--- src/rtl/traffic_phase_controller.sv ---
// Intersection phase sequencer: divides the system clock down to a 1 Hz tick,
// runs the per-phase countdown, drives both light groups and a flashing-yellow mode.

package traffic_phase_pkg;

  typedef enum logic [2:0] {
    ROW_GREEN  = 3'd0,
    ROW_YELLOW = 3'd1,
    CLEAR_A    = 3'd2,
    COL_GREEN  = 3'd3,
    COL_YELLOW = 3'd4,
    CLEAR_B    = 3'd5,
    FLASH      = 3'd6
  } phase_e;

  // Light encodings are {red, yellow, green}.
  localparam logic [2:0] LIGHT_RED    = 3'b100;
  localparam logic [2:0] LIGHT_YELLOW = 3'b010;
  localparam logic [2:0] LIGHT_GREEN  = 3'b001;
  localparam logic [2:0] LIGHT_OFF    = 3'b000;

endpackage

module traffic_phase_controller
  import traffic_phase_pkg::*;
#(
  parameter int DIVIDER      = 100000000,
  parameter int GREEN_TIME   = 30,
  parameter int YELLOW_TIME  = 3,
  parameter int ALL_RED_TIME = 2
) (
  input  logic       clock,
  input  logic       reset,
  input  logic       col_request,
  input  logic       flash,
  output logic [2:0] row_lights,
  output logic [2:0] column_lights,
  output logic [6:0] remaining,
  output logic [2:0] phase,
  output logic       tick
);

  localparam int              DIV_W    = $clog2(DIVIDER);
  localparam logic [DIV_W-1:0] DIV_LAST = DIV_W'(DIVIDER - 1);
  localparam logic [6:0]      GREEN_T  = 7'(GREEN_TIME);
  localparam logic [6:0]      YELLOW_T = 7'(YELLOW_TIME);
  localparam logic [6:0]      ALLRED_T = 7'(ALL_RED_TIME);

  logic [DIV_W-1:0] div_count;
  logic             tick_now;
  phase_e           state;
  phase_e           state_next;
  logic [6:0]       remaining_next;
  logic             flash_on;
  logic             flash_on_next;
  logic             col_pending;

  // Returns {row, column} lights for a phase; flash_on only matters in FLASH.
  function automatic logic [5:0] lights_for(input phase_e p, input logic on);
    case (p)
      ROW_GREEN:  return {LIGHT_GREEN, LIGHT_RED};
      ROW_YELLOW: return {LIGHT_YELLOW, LIGHT_RED};
      COL_GREEN:  return {LIGHT_RED, LIGHT_GREEN};
      COL_YELLOW: return {LIGHT_RED, LIGHT_YELLOW};
      FLASH:      return on ? {LIGHT_YELLOW, LIGHT_YELLOW} : {LIGHT_OFF, LIGHT_OFF};
      default:    return {LIGHT_RED, LIGHT_RED};
    endcase
  endfunction

  // Phase updates happen on the same edge that raises tick, so the new phase
  // and the tick pulse become visible together.
  assign tick_now = (div_count == DIV_LAST);

  // NOTE: sequential state is always written with non-blocking assignments so
  // every register samples pre-edge values regardless of block ordering.
  always_ff @(posedge clock or negedge reset) begin
    if (!reset) begin
      div_count <= '0;
      tick      <= 1'b0;
    end else begin
      div_count <= tick_now ? '0 : div_count + 1'b1;
      tick      <= tick_now;
    end
  end

  // NOTE: every variable written here gets a default first, so no path can
  // leave it unassigned and infer a latch.
  always_comb begin
    state_next     = state;
    remaining_next = remaining;
    flash_on_next  = flash_on;
    if (flash) begin
      state_next     = FLASH;
      remaining_next = 7'd0;
      flash_on_next  = (state == FLASH) ? !flash_on : 1'b1;
    end else if (state == FLASH) begin
      state_next     = CLEAR_B;
      remaining_next = ALLRED_T;
      flash_on_next  = 1'b0;
    end else if (remaining > 7'd1) begin
      remaining_next = remaining - 7'd1;
    end else if (state == ROW_GREEN && !col_pending) begin
      // No column demand: hold the row on green for another full period.
      remaining_next = GREEN_T;
    end else begin
      case (state)
        ROW_GREEN: begin
          state_next     = ROW_YELLOW;
          remaining_next = YELLOW_T;
        end
        ROW_YELLOW: begin
          state_next     = CLEAR_A;
          remaining_next = ALLRED_T;
        end
        CLEAR_A: begin
          state_next     = COL_GREEN;
          remaining_next = GREEN_T;
        end
        COL_GREEN: begin
          state_next     = COL_YELLOW;
          remaining_next = YELLOW_T;
        end
        COL_YELLOW: begin
          state_next     = CLEAR_B;
          remaining_next = ALLRED_T;
        end
        CLEAR_B: begin
          state_next     = ROW_GREEN;
          remaining_next = GREEN_T;
        end
        default: begin
          state_next     = CLEAR_B;
          remaining_next = ALLRED_T;
        end
      endcase
    end
  end

  always_ff @(posedge clock or negedge reset) begin
    if (!reset) begin
      state                       <= CLEAR_B;
      remaining                   <= ALLRED_T;
      flash_on                    <= 1'b0;
      {row_lights, column_lights} <= {LIGHT_RED, LIGHT_RED};
    end else if (tick_now) begin
      state                       <= state_next;
      remaining                   <= remaining_next;
      flash_on                    <= flash_on_next;
      {row_lights, column_lights} <= lights_for(state_next, flash_on_next);
    end
  end

  // Entering column green consumes the demand; that clear beats a same-cycle set.
  always_ff @(posedge clock or negedge reset) begin
    if (!reset) begin
      col_pending <= 1'b0;
    end else if (tick_now && state != COL_GREEN && state_next == COL_GREEN) begin
      col_pending <= 1'b0;
    end else if (col_request && state != COL_GREEN) begin
      col_pending <= 1'b1;
    end
  end

  assign phase = 3'(state);

  no_conflicting_greens: assert property (
    @(posedge clock) disable iff (!reset) !(row_lights[0] && column_lights[0]));

endmodule

--- config.mk ---
export PLATFORM = sky130hd
export DESIGN_NAME = traffic_phase_controller
export DESIGN_NICKNAME = d
export VERILOG_FILES = /design/src/rtl/traffic_phase_controller.sv
export SDC_FILE = /design/constraint.sdc
export NUM_CORES = 1
export LEC_CHECK = 0
export CAP_MARGIN = 20
export CORE_MARGIN = 8
export CORE_UTILIZATION = 43
export CTS_BUF_LIST = sky130_fd_sc_hd__clkbuf_16
export DETAILED_ROUTE_END_ITERATION = 10
export DONT_BUFFER_PORTS = 1
export HOLD_SLACK_MARGIN = 0.12
export PLACE_DENSITY = 0.64
export SETUP_SLACK_MARGIN = 0.02
export SLEW_MARGIN = 20
export SYNTH_ARGS = -nofsm -noshare
export SYNTH_HDL_FRONTEND = slang
export SYNTH_SLANG_ARGS = --single-unit
--- constraint.sdc ---
create_clock -name clock -period 3.5 [get_ports clock]
set_input_delay 0.7 -clock clock [delete_from_list [all_inputs] [get_ports clock]]
set_output_delay 0.7 -clock clock [all_outputs]
set_load 0.02 [all_outputs]
### After elaboration in Yosys (flattened, before gate mapping)

Cells that the tools add are included.

* register bits: 46
* bits in latches: 0
* bits in writable memories: 0
* ROM bits: 0
* input port bits: 4
* output and inout port bits: 17
* logic and storage cells: 51
* memories: 0

* add/subtract/negate cells: 2
* multipliers: 0
* div/mod/pow operators: 0
* $lt $le $gt $ge: 1
* equal/unequal tests: 11
* shift operators: 0
* multiplexer cells: 18
* bitwise logic cells: 0
* reduce and logical (&&, ||, !) cells: 11

Operators with widths (count)
* $pmux W6 S5: 1
* $add A27 B1 Y27 const B: 1
* $eq A27 B27 Y1 const B: 1
* $mux W27: 1
* $mux W7: 3
* $pmux W3 S5: 1
* $eq A3 B3 Y1 const B: 4
* $mux W3: 4
* $mux W5: 2
* $pmux W5 S2: 1
* $eq A3 B2 Y1 const B: 3
* $gt A7 B1 Y1 const B: 1
* $sub A7 B1 Y7 const B: 1
* $eq A3 B1 Y1 const B: 2
* $logic_not A3 Y1: 2
* $mux W1: 5
* $logic_and A1 B1 Y1: 4
* $reduce_or A2 Y1: 2
* $ne A3 B2 Y1 const B: 1
* $logic_not A1 Y1: 2
* $reduce_bool A2 Y1: 1

### Logic depth before layout (Yosys ltp)

Gate-level depths: netlist of run 1.

* depth in word-level cells: 9
* gate-level depth with buffers: 7
* gate-level depth less buffers: 6

### Worst setup path before layout of run 1

No wires, ideal clock.

* path kind: reg-to-reg
* start: register remaining[1]
* end: register remaining[6]
* setup time: 0.084 ns
* arrival: 2.001 ns
* data required time: 3.416 ns
* setup slack: 1.415 ns
* cell stages (with the launch flop): 8
* buffers on the path: 1
* clock period less this slack: 2.085 ns
* cells stage by stage: dfstp_2 -> inv_1 -> ha_1 -> o21ba_2 -> clkbuf_1 -> o311ai_2 -> or4_1 -> o21ai_0

* word-level cells in the longest chain between the ends: 4
* elaborated cells on any way between the ends: 5
* those cells by class: 1 x add/sub; 1 x order compare; 3 x mux

Ends and longest elaborated chain
* start, declared: line 38 `output logic [6:0] remaining,`
* start signal, assigned: line 147 `remaining <= remaining_next;`
* $sub A7 B1 Y7 or $gt A7 B1 Y1 (tied branches): line 101, 100
* $mux W7 *: line 100 `end else if (remaining > 7'd1) begin`
* $mux W7 *: line 96 `end else if (state == FLASH) begin`
* $mux W7 *: line 92 `if (flash) begin`

Every way passes the cells marked *; elsewhere a longest branch is shown, timed or not.
A chain may end at the register's enable or synchronous reset.

### Worst setup path in the final report of run 1

* start: register div_count[0]
* end: register column_lights[0]

* word-level cells in the longest chain between the ends: 1

Ends and longest elaborated chain
* start, declared: line 49 `logic [DIV_W-1:0] div_count;`
* start signal, assigned: line 81 `div_count <= tick_now ? '0 : div_count + 1'b1;`
* $eq A27 B27 Y1: line 72 `assign tick_now = (div_count == DIV_LAST);`
* end signal, assigned: line 144 `{row_lights, column_lights} <= {LIGHT_RED, LIGHT_RED};`
* end signal, assigned: line 149 `{row_lights, column_lights} <= lights_for(state_next, flash_on_next);`
* end, declared: line 37 `output logic [2:0] column_lights,`

No other way between the ends.

==> results of run 1 <==
## layout by cell type (no fill, tap or decap), types with 3 or more instances in the layout
| cell | Yosys | final |
|---|---|---|
| dfrtp_1 | 41 | 41 |
| nand2_1 | 22 | 22 |
| nand4_1 | 16 | 16 |
| a21oi_1 | 16 | 16 |
| nor2_1 | 15 | 15 |
| o21ai_0 | 15 | 15 |
| inv_1 | 10 | 12 |
| nand3_1 | 12 | 12 |
| nor4_1 | 11 | 11 |
| xnor2_1 | 9 | 9 |
| or3_1 | 7 | 7 |
| a31oi_1 | 7 | 7 |
| and3_1 | 6 | 6 |
| and4_1 | 5 | 5 |
| nor2b_1 | 5 | 5 |
| xor2_1 | 5 | 5 |
| nor3_1 | 5 | 5 |
| mux2_2 | 5 | 5 |
| clkbuf_16 | 0 | 5 |
| dfstp_2 | 5 | 5 |
| or4_1 | 3 | 3 |
| o31ai_1 | 3 | 3 |
| o41ai_1 | 3 | 3 |
| a211oi_1 | 3 | 3 |
| o311ai_0 | 3 | 3 |
| ha_1 | 3 | 3 |
| buf_4 | 1 | 3 |
## critical path, cell delays in order, from the launching register on
cell and delay, ns:
dfrtp_1 0.39, ha_1 0.26, and3_1 0.24, nand2_1 0.30
nor3_4 0.66, mux2_2 0.40
## per-layer routing
layer	track usage [%]	share of wire, %
met5	0	0
met4	4.99	1.0
met3	3.67	6.7
met2	22.1	43
met1	22.1	49
## power groups by stage
stage	Clock, mW	Sequential (mW)	Combinational, mW
finish	0.451	0.536	0.0233
global route	0.487	0.535	0.0268
CTS	0.467	0.535	0.0240
detailed placement	0	0.545	0.0104
global placement	0	0.545	0.0104
floorplan	0	0.543	0.0111
## cell type report
class	instances	area [um2]	area share, %
Multi-Input combinational cell	220	1470	49.8
Tap cell	77	96.3	3.27
Clock buffer	5	125	4.24
Clock inverter	3	11.3	0.382
Sequential cell	46	1160	39.2
Timing Repair Buffer	4	50.0	1.70
Inverter	11	41.3	1.40
## metrics by stage
step / std cells / power, mW / setup slack [ns] / utilization [%]
2_1_floorplan: 296 / 0.554 / 1.41 / -
5_1_grt: 366 / 1.05 / 0.967 / 47.0
3_3_place_gp: 357 / 0.556 / 1.23 / 44.4
3_5_place_dp: 357 / 0.556 / 1.15 / 44.4
4_1_cts: 366 / 1.03 / 1.13 / 47.0
6_report: 366 / 1.01 / 1.13 / 47.0
## how the worst min path moves through the flow
stage               startpoint                   endpoint  slack [ns]  cells past startpoint
floorplan                reset    col_pending$_DFFE_PN0P_        0.40                      0
global route             reset  row_lights[2]$_DFFE_PN1P_        0.24                      0
global placement         reset     div_count[4]$_DFF_PN0_        0.41                      0
detailed placement       reset     div_count[6]$_DFF_PN0_        0.41                      0
finish                   reset    div_count[19]$_DFF_PN0_        0.25                      1
CTS                      reset   remaining[1]$_DFFE_PN1P_        0.25                      0
## state kept, by name, indices dropped and copies added, names as in the netlist
| signal | cells |
|---|---|
| col_pending | 1 |
| flash_on | 1 |
| row_lights | 3 |
| phase | 3 |
| remaining | 7 |
| tick | 1 |
| column_lights | 3 |
| div_count | 27 |
## kinds of logic (layout without fill, tap and decap cells)
family,count (synthesis),count (layout),share of synthesized area [%]
AND/OR/NAND/NOR,122,122,26.1
buffers and inverters,30,23,4.68
multiplexers,7,7,2.77
adder cells (fa/ha/maj),3,3,1.36
AO/OA/AOI/OAI,74,74,18.6
flip-flops,46,46,42.0
XOR/XNOR,14,14,4.45
==> results.yml, run 1 <==
yosys:
  post_synth_num_cell_types: 67
  syn-cell-area_um2: 2750
  synth.area.top_cells: "dfrtp_1, dfstp_2, nand4_1, nand2_1, a21oi_1"
  number_of_enable_flip_flop_cells_after_synthesis: 0
  synth.net_count: 303
  portion_of_the_post_synthesis_area_used_by_sequential_elements_pct: 42.0
  synth_cells: 296
  portion_of_synthesized_cell_area_occupied_by_the_leading_cell_type_pct: 37.3
  synthArstFlopShare_pct: 100
  netlist_top_cells_count: "dfrtp_1, nand2_1, a21oi_1, nand4_1"
  synth_area_per_cell_um2: 9.30
  post-synth-top-count-cell: "dfrtp_1"
  postSynthRegisterBits: 46
  yosys_most_used_dff: "dfrtp_1"
  post-synth-top-area-cell: "dfrtp_1"
  synth.yosys.warnings: 0
power_and_ir_drop:
  p_leak_nw: 1.17
  internal-power_mw: 0.797
  power_frac_comb_pct: 2.3
  share_seq_of_total_power_pct: 53.0
  worst_case_vdd_ir_drop_v: 0.000228
  power-per-cell-area_nw_per_um2: 342
  total_switching_power_mw: 0.213
  netSwitchingFraction_pct: 21.1
  power.clock.fraction_pct: 44.7
layout:
  diodes: 0
  final.fill_count: 597
  drive_above_1_share_pct: 10.7
  postLayoutCellArea_um2: 2950
  area.growth.synth_to_final_pct: 7.09
  final_net_count: 295
clock_tree:
  cts-hold-fix-buffers: 1
  tritoncts: "yes"
  tritoncts.num_buffers: 5
  numClockSinks: 46
  postCtsSetupRepairBufs: 0
  ctsRootBufferMaster: "clkbuf_16"
  clkLatencyLatePin_ns: 0.29
  cts_max_path_buffers: 2
  cts_resized: 0
  cts_max_level: 2
  worst_setup_hold_path_clk_slew_ns: 0.06
route:
  firstDrtPassIters: 4
  dr.first_iter.drc_count: 261
  num_vias: 2324
  ant_nets: 0
  routed_wire_per_std_cell_um: 18.3
  vias_per_cell: 6.35
  route.final.wire_length_mm: 6.69
  post-route-drc-count: 0
status:
  run_status: "finished, final reports clean"
critical_path:
  launch_point_of_the_critical_path: "div_count[0]$_DFF_PN0_"
  worst_reg_to_reg_cells: 5
  required_ns: 3.67
  critPathCapture: "column_lights[0]$_DFFE_PN0P_"
  crit_fanout: 13
  crit-reg2reg-capture: "column_lights[0]$_DFFE_PN0P_"
  worst-r2r-setup-slack_ns: 1.13
  critical_path_arrival_ns: 2.54
  cp-start-kind: "flop"
  critical_path.endpoint_type: "flop"
  timing_worst_setup_path_type: "flop to flop"
  critical_path.reg2reg.startpoint: "div_count[0]$_DFF_PN0_"
sta:
  post-route-period-util_pct: 67.8
  clock-skew-final_ns: 0.00333
  number_of_setup_violations_in_the_final_report: 0
  worst_slew_margin_rel_pct: 45.2
  rsz_0062_raised_after_global_routing: "no"
  fin_tns_setup_ns: 0
  finalWorstPathRequiredPeriod_ns: 2.37
  fmax_mhz: 422
  timing.final.hold_violations: 0
  holdWs_ns: 0.254
  slew_viols_final: 0
  worstMarginPinSlew_ns: 0.815
place:
  routabilityCongestion: 0.844
  detailed_place.area_um2: 2790
  port-buffer-count: 0
  hpwl_mm: 4.55
floorplan:
  start_util_pct: 43.9
  row_count: 29
  die_width_um: 96.0
  core_region_area_um2: 6280
  num_io_pins: 21
  die_h_um: 96.0
  floorplan.die_area_um2: 9220
global_routing:
  via_count_of_the_first_global_routing_pass: 2169
  grt_start_max_net_pins: 42
  grt.overflow.total: 0
  grt_antenna_before_repair: 0
  gr-usage-all-layers_pct: 15.4
  global_route_wire_length_before_repair_mm: 11.3
job:
  maxCapViolations: 0
worst_hold_path:
  worst_min_delay_path_class: "input pin to async pin"
No activity file was read; power rests on OpenSTA's default activity.
==> run 2: changes to the inputs <==
==> constraint.sdc (replaced) <==
create_clock -name clock -period 2.3 [get_ports clock]
set_input_delay 0.46 -clock clock [delete_from_list [all_inputs] [get_ports clock]]
set_output_delay 0.46 -clock clock [all_outputs]
set_load 0.02 [all_outputs]
==> run 2 against run 1 <==
Clock-buffer cell count is the same; clock power grew 53%; design area grew 5.1%; sequential share of layout area shrank 1.9 points; via count grew 1.8%; clock skew grew 0.0049 ns; total power grew 53%; die area is the same; combinational power grew 76%; global-route usage grew 0.27 points; first-iteration DRC count shrank 16%; worst setup slack lost 0.94 ns.
==> results.yml, run 2 (synthesized netlist as in run 1, its figures left out) <==
status:
  run_status: "finished, final reports clean"
layout:
  max_flop_register: "div_count"
  drive_above_1_share_pct: 15.6
  final.fill_count: 596
  postLayoutCellArea_um2: 3100
  area_of_the_multi_input_gates_um2: 1470
  utilization_pct: 49.4
  layout_commonest_cell: "dfrtp_1"
  seq_area_um2: 1160
  final_net_count: 313
  commonest_cells_after_routing_fill_and_taps_aside: "dfrtp_1, nand2_1, buf_4"
  largest_register_ff_count: 27
  diodes: 0
  area.growth.synth_to_final_pct: 12.5
  biggestRegsByFlops: "div_count x27, remaining x7"
  final_cell_count_no_fill: 384
worst_hold_path:
  timing.hold.worst_endpoint: "col_pending$_DFFE_PN0P_"
  worst_min_delay_path_class: "input pin to flop"
  min-delay-start: "col_request"
  worstHoldPathCells: 2
global_routing:
  grt.overflow.total: 0
  met2_usage_pct: 22.1
  grt_antenna_before_repair: 0
  global_route.usage.met3_pct: 3.74
  global_route.usage.met1_pct: 22.9
  busiest_layer: "met1"
  grt_start_max_net_pins: 47
  gr-usage-all-layers_pct: 15.7
  global_route_wire_length_before_repair_mm: 11.4
  via_count_of_the_first_global_routing_pass: 2270
clock_tree:
  tritoncts.num_buffers: 5
  cts_max_path_buffers: 2
  ctsRootBufferMaster: "clkbuf_16"
  cts_resized: 0
  cts_max_level: 2
  clkLatencyLatePin_ns: 0.29
  worst_setup_hold_path_clk_slew_ns: 0.06
  tritoncts: "yes"
  postCtsSetupRepairBufs: 0
  numClockSinks: 46
floorplan:
  core_region_area_um2: 6280
  num_io_pins: 21
  die_width_um: 96.0
  start_util_pct: 43.9
  die_h_um: 96.0
  floorplan.die_area_um2: 9220
  row_count: 29
route:
  post-route-drc-count: 0
  num_vias: 2366
  vias_per_cell: 6.16
  routed_wire_per_std_cell_um: 17.9
  dr.first_iter.drc_count: 220
  firstDrtPassIters: 4
  route.final.wire_length_mm: 6.88
  ant_nets: 0
sta:
  fmax_mhz: 473
  worstMarginPinSlew_ns: 0.567
  fin_ws_ns: 0.187
  number_of_setup_violations_in_the_final_report: 0
  holdWs_ns: 0.358
  finalWorstPathRequiredPeriod_ns: 2.11
  fin_tns_setup_ns: 0
  rsz_0062_raised_after_global_routing: "no"
  worst_slew_margin_rel_pct: 62.1
  clock-skew-final_ns: 0.00822
  post-route-period-util_pct: 91.9
  slew_viols_final: 0
  timing.final.hold_violations: 0
critical_path:
  critical_path.reg2reg.startpoint: "remaining[1]$_DFFE_PN1P_"
  critical_path_arrival_ns: 2.31
  crit_fanout: 9
  critical_path.cell_chain: "inv_1, ha_1, o21ba_2, o311ai_2, or4_1, o21ai_0"
  worst-r2r-setup-slack_ns: 0.19
  crit-reg2reg-capture: "remaining[6]$_DFFE_PN0P_"
  worst_reg_to_reg_cells: 6
  required_ns: 2.50
  worst_path_max_delay_cell: "dfstp_2"
  cp-start-kind: "flop"
  cp_top_family: "flip-flops"
  critical_path.max_stage_delay_ns: 0.64
  timing_worst_setup_path_type: "flop to flop"
  critical_path.endpoint_type: "flop"
  path_buf_inv: 1
power_and_ir_drop:
  netSwitchingFraction_pct: 21.5
  p_leak_nw: 1.26
  share_seq_of_total_power_pct: 52.6
  report.power.total_mw: 1.55
  power-per-cell-area_nw_per_um2: 500
  internal-power_mw: 1.21
  power_frac_comb_pct: 2.6
  power.clock.fraction_pct: 44.7
  total_switching_power_mw: 0.333
  worst_case_vdd_ir_drop_v: 0.000342
place:
  worst_slack_at_placement_ns: 0.211
  place.detailed.instances: 374
  detailed_place.area_um2: 2930
  routabilityCongestion: 0.831
  port-buffer-count: 0
  hpwl_mm: 4.80
job:
  maxCapViolations: 0
run 2: changes by cell type in the layout (fill, tap and decap cells not counted):
cell	before	now
buf_12	0	1
buf_4	3	19
dlygate4sd3_1	0	1
run 2: per-layer routing:
layer | up-vias | share of wire, %
li1 | 1153 | -
met1 | 1145 | 49
met2 | 64 | 44
met3 | 4 | 5.8
met4 | 0 | 0.44
met5 | - | 0
run 2: final cells by class:
cell class,count,area share [%]
tap,77,3.11
multi-input combinational,220,47.4
inverter,11,1.33
clock inverter,3,0.363
timing repair buffer,22,6.46
clock buffer,5,4.04
sequential,46,37.3
run 2: worst max-delay path by stage:
stage / start / end / cells past startpoint
finish: remaining[1]$_DFFE_PN1P_ / remaining[6]$_DFFE_PN0P_ / 6
global route: remaining[1]$_DFFE_PN1P_ / remaining[6]$_DFFE_PN0P_ / 6
CTS: div_count[8]$_DFF_PN0_ / div_count[26]$_DFF_PN0_ / 4
detailed placement: remaining[1]$_DFFE_PN1P_ / remaining[6]$_DFFE_PN0P_ / 6
global placement: div_count[8]$_DFF_PN0_ / div_count[26]$_DFF_PN0_ / 4
floorplan: remaining[1]$_DFFE_PN1P_ / remaining[6]$_DFFE_PN0P_ / 7
run 2: power groups by stage:
stage	clock (mW)	sequential [mW]	combinational, mW
after floorplan	0	0.827	0.0169
after global placement	0	0.829	0.0177
after detailed placement	0	0.829	0.0177
after CTS	0.710	0.814	0.0422
after global routing	0.746	0.814	0.0460
final	0.692	0.815	0.0409
run 2: repair_timing:
item,CTS,global route
endpoints found under the setup margin,0,0
hold endpoints to repair,46,0
hold buffers,2,0
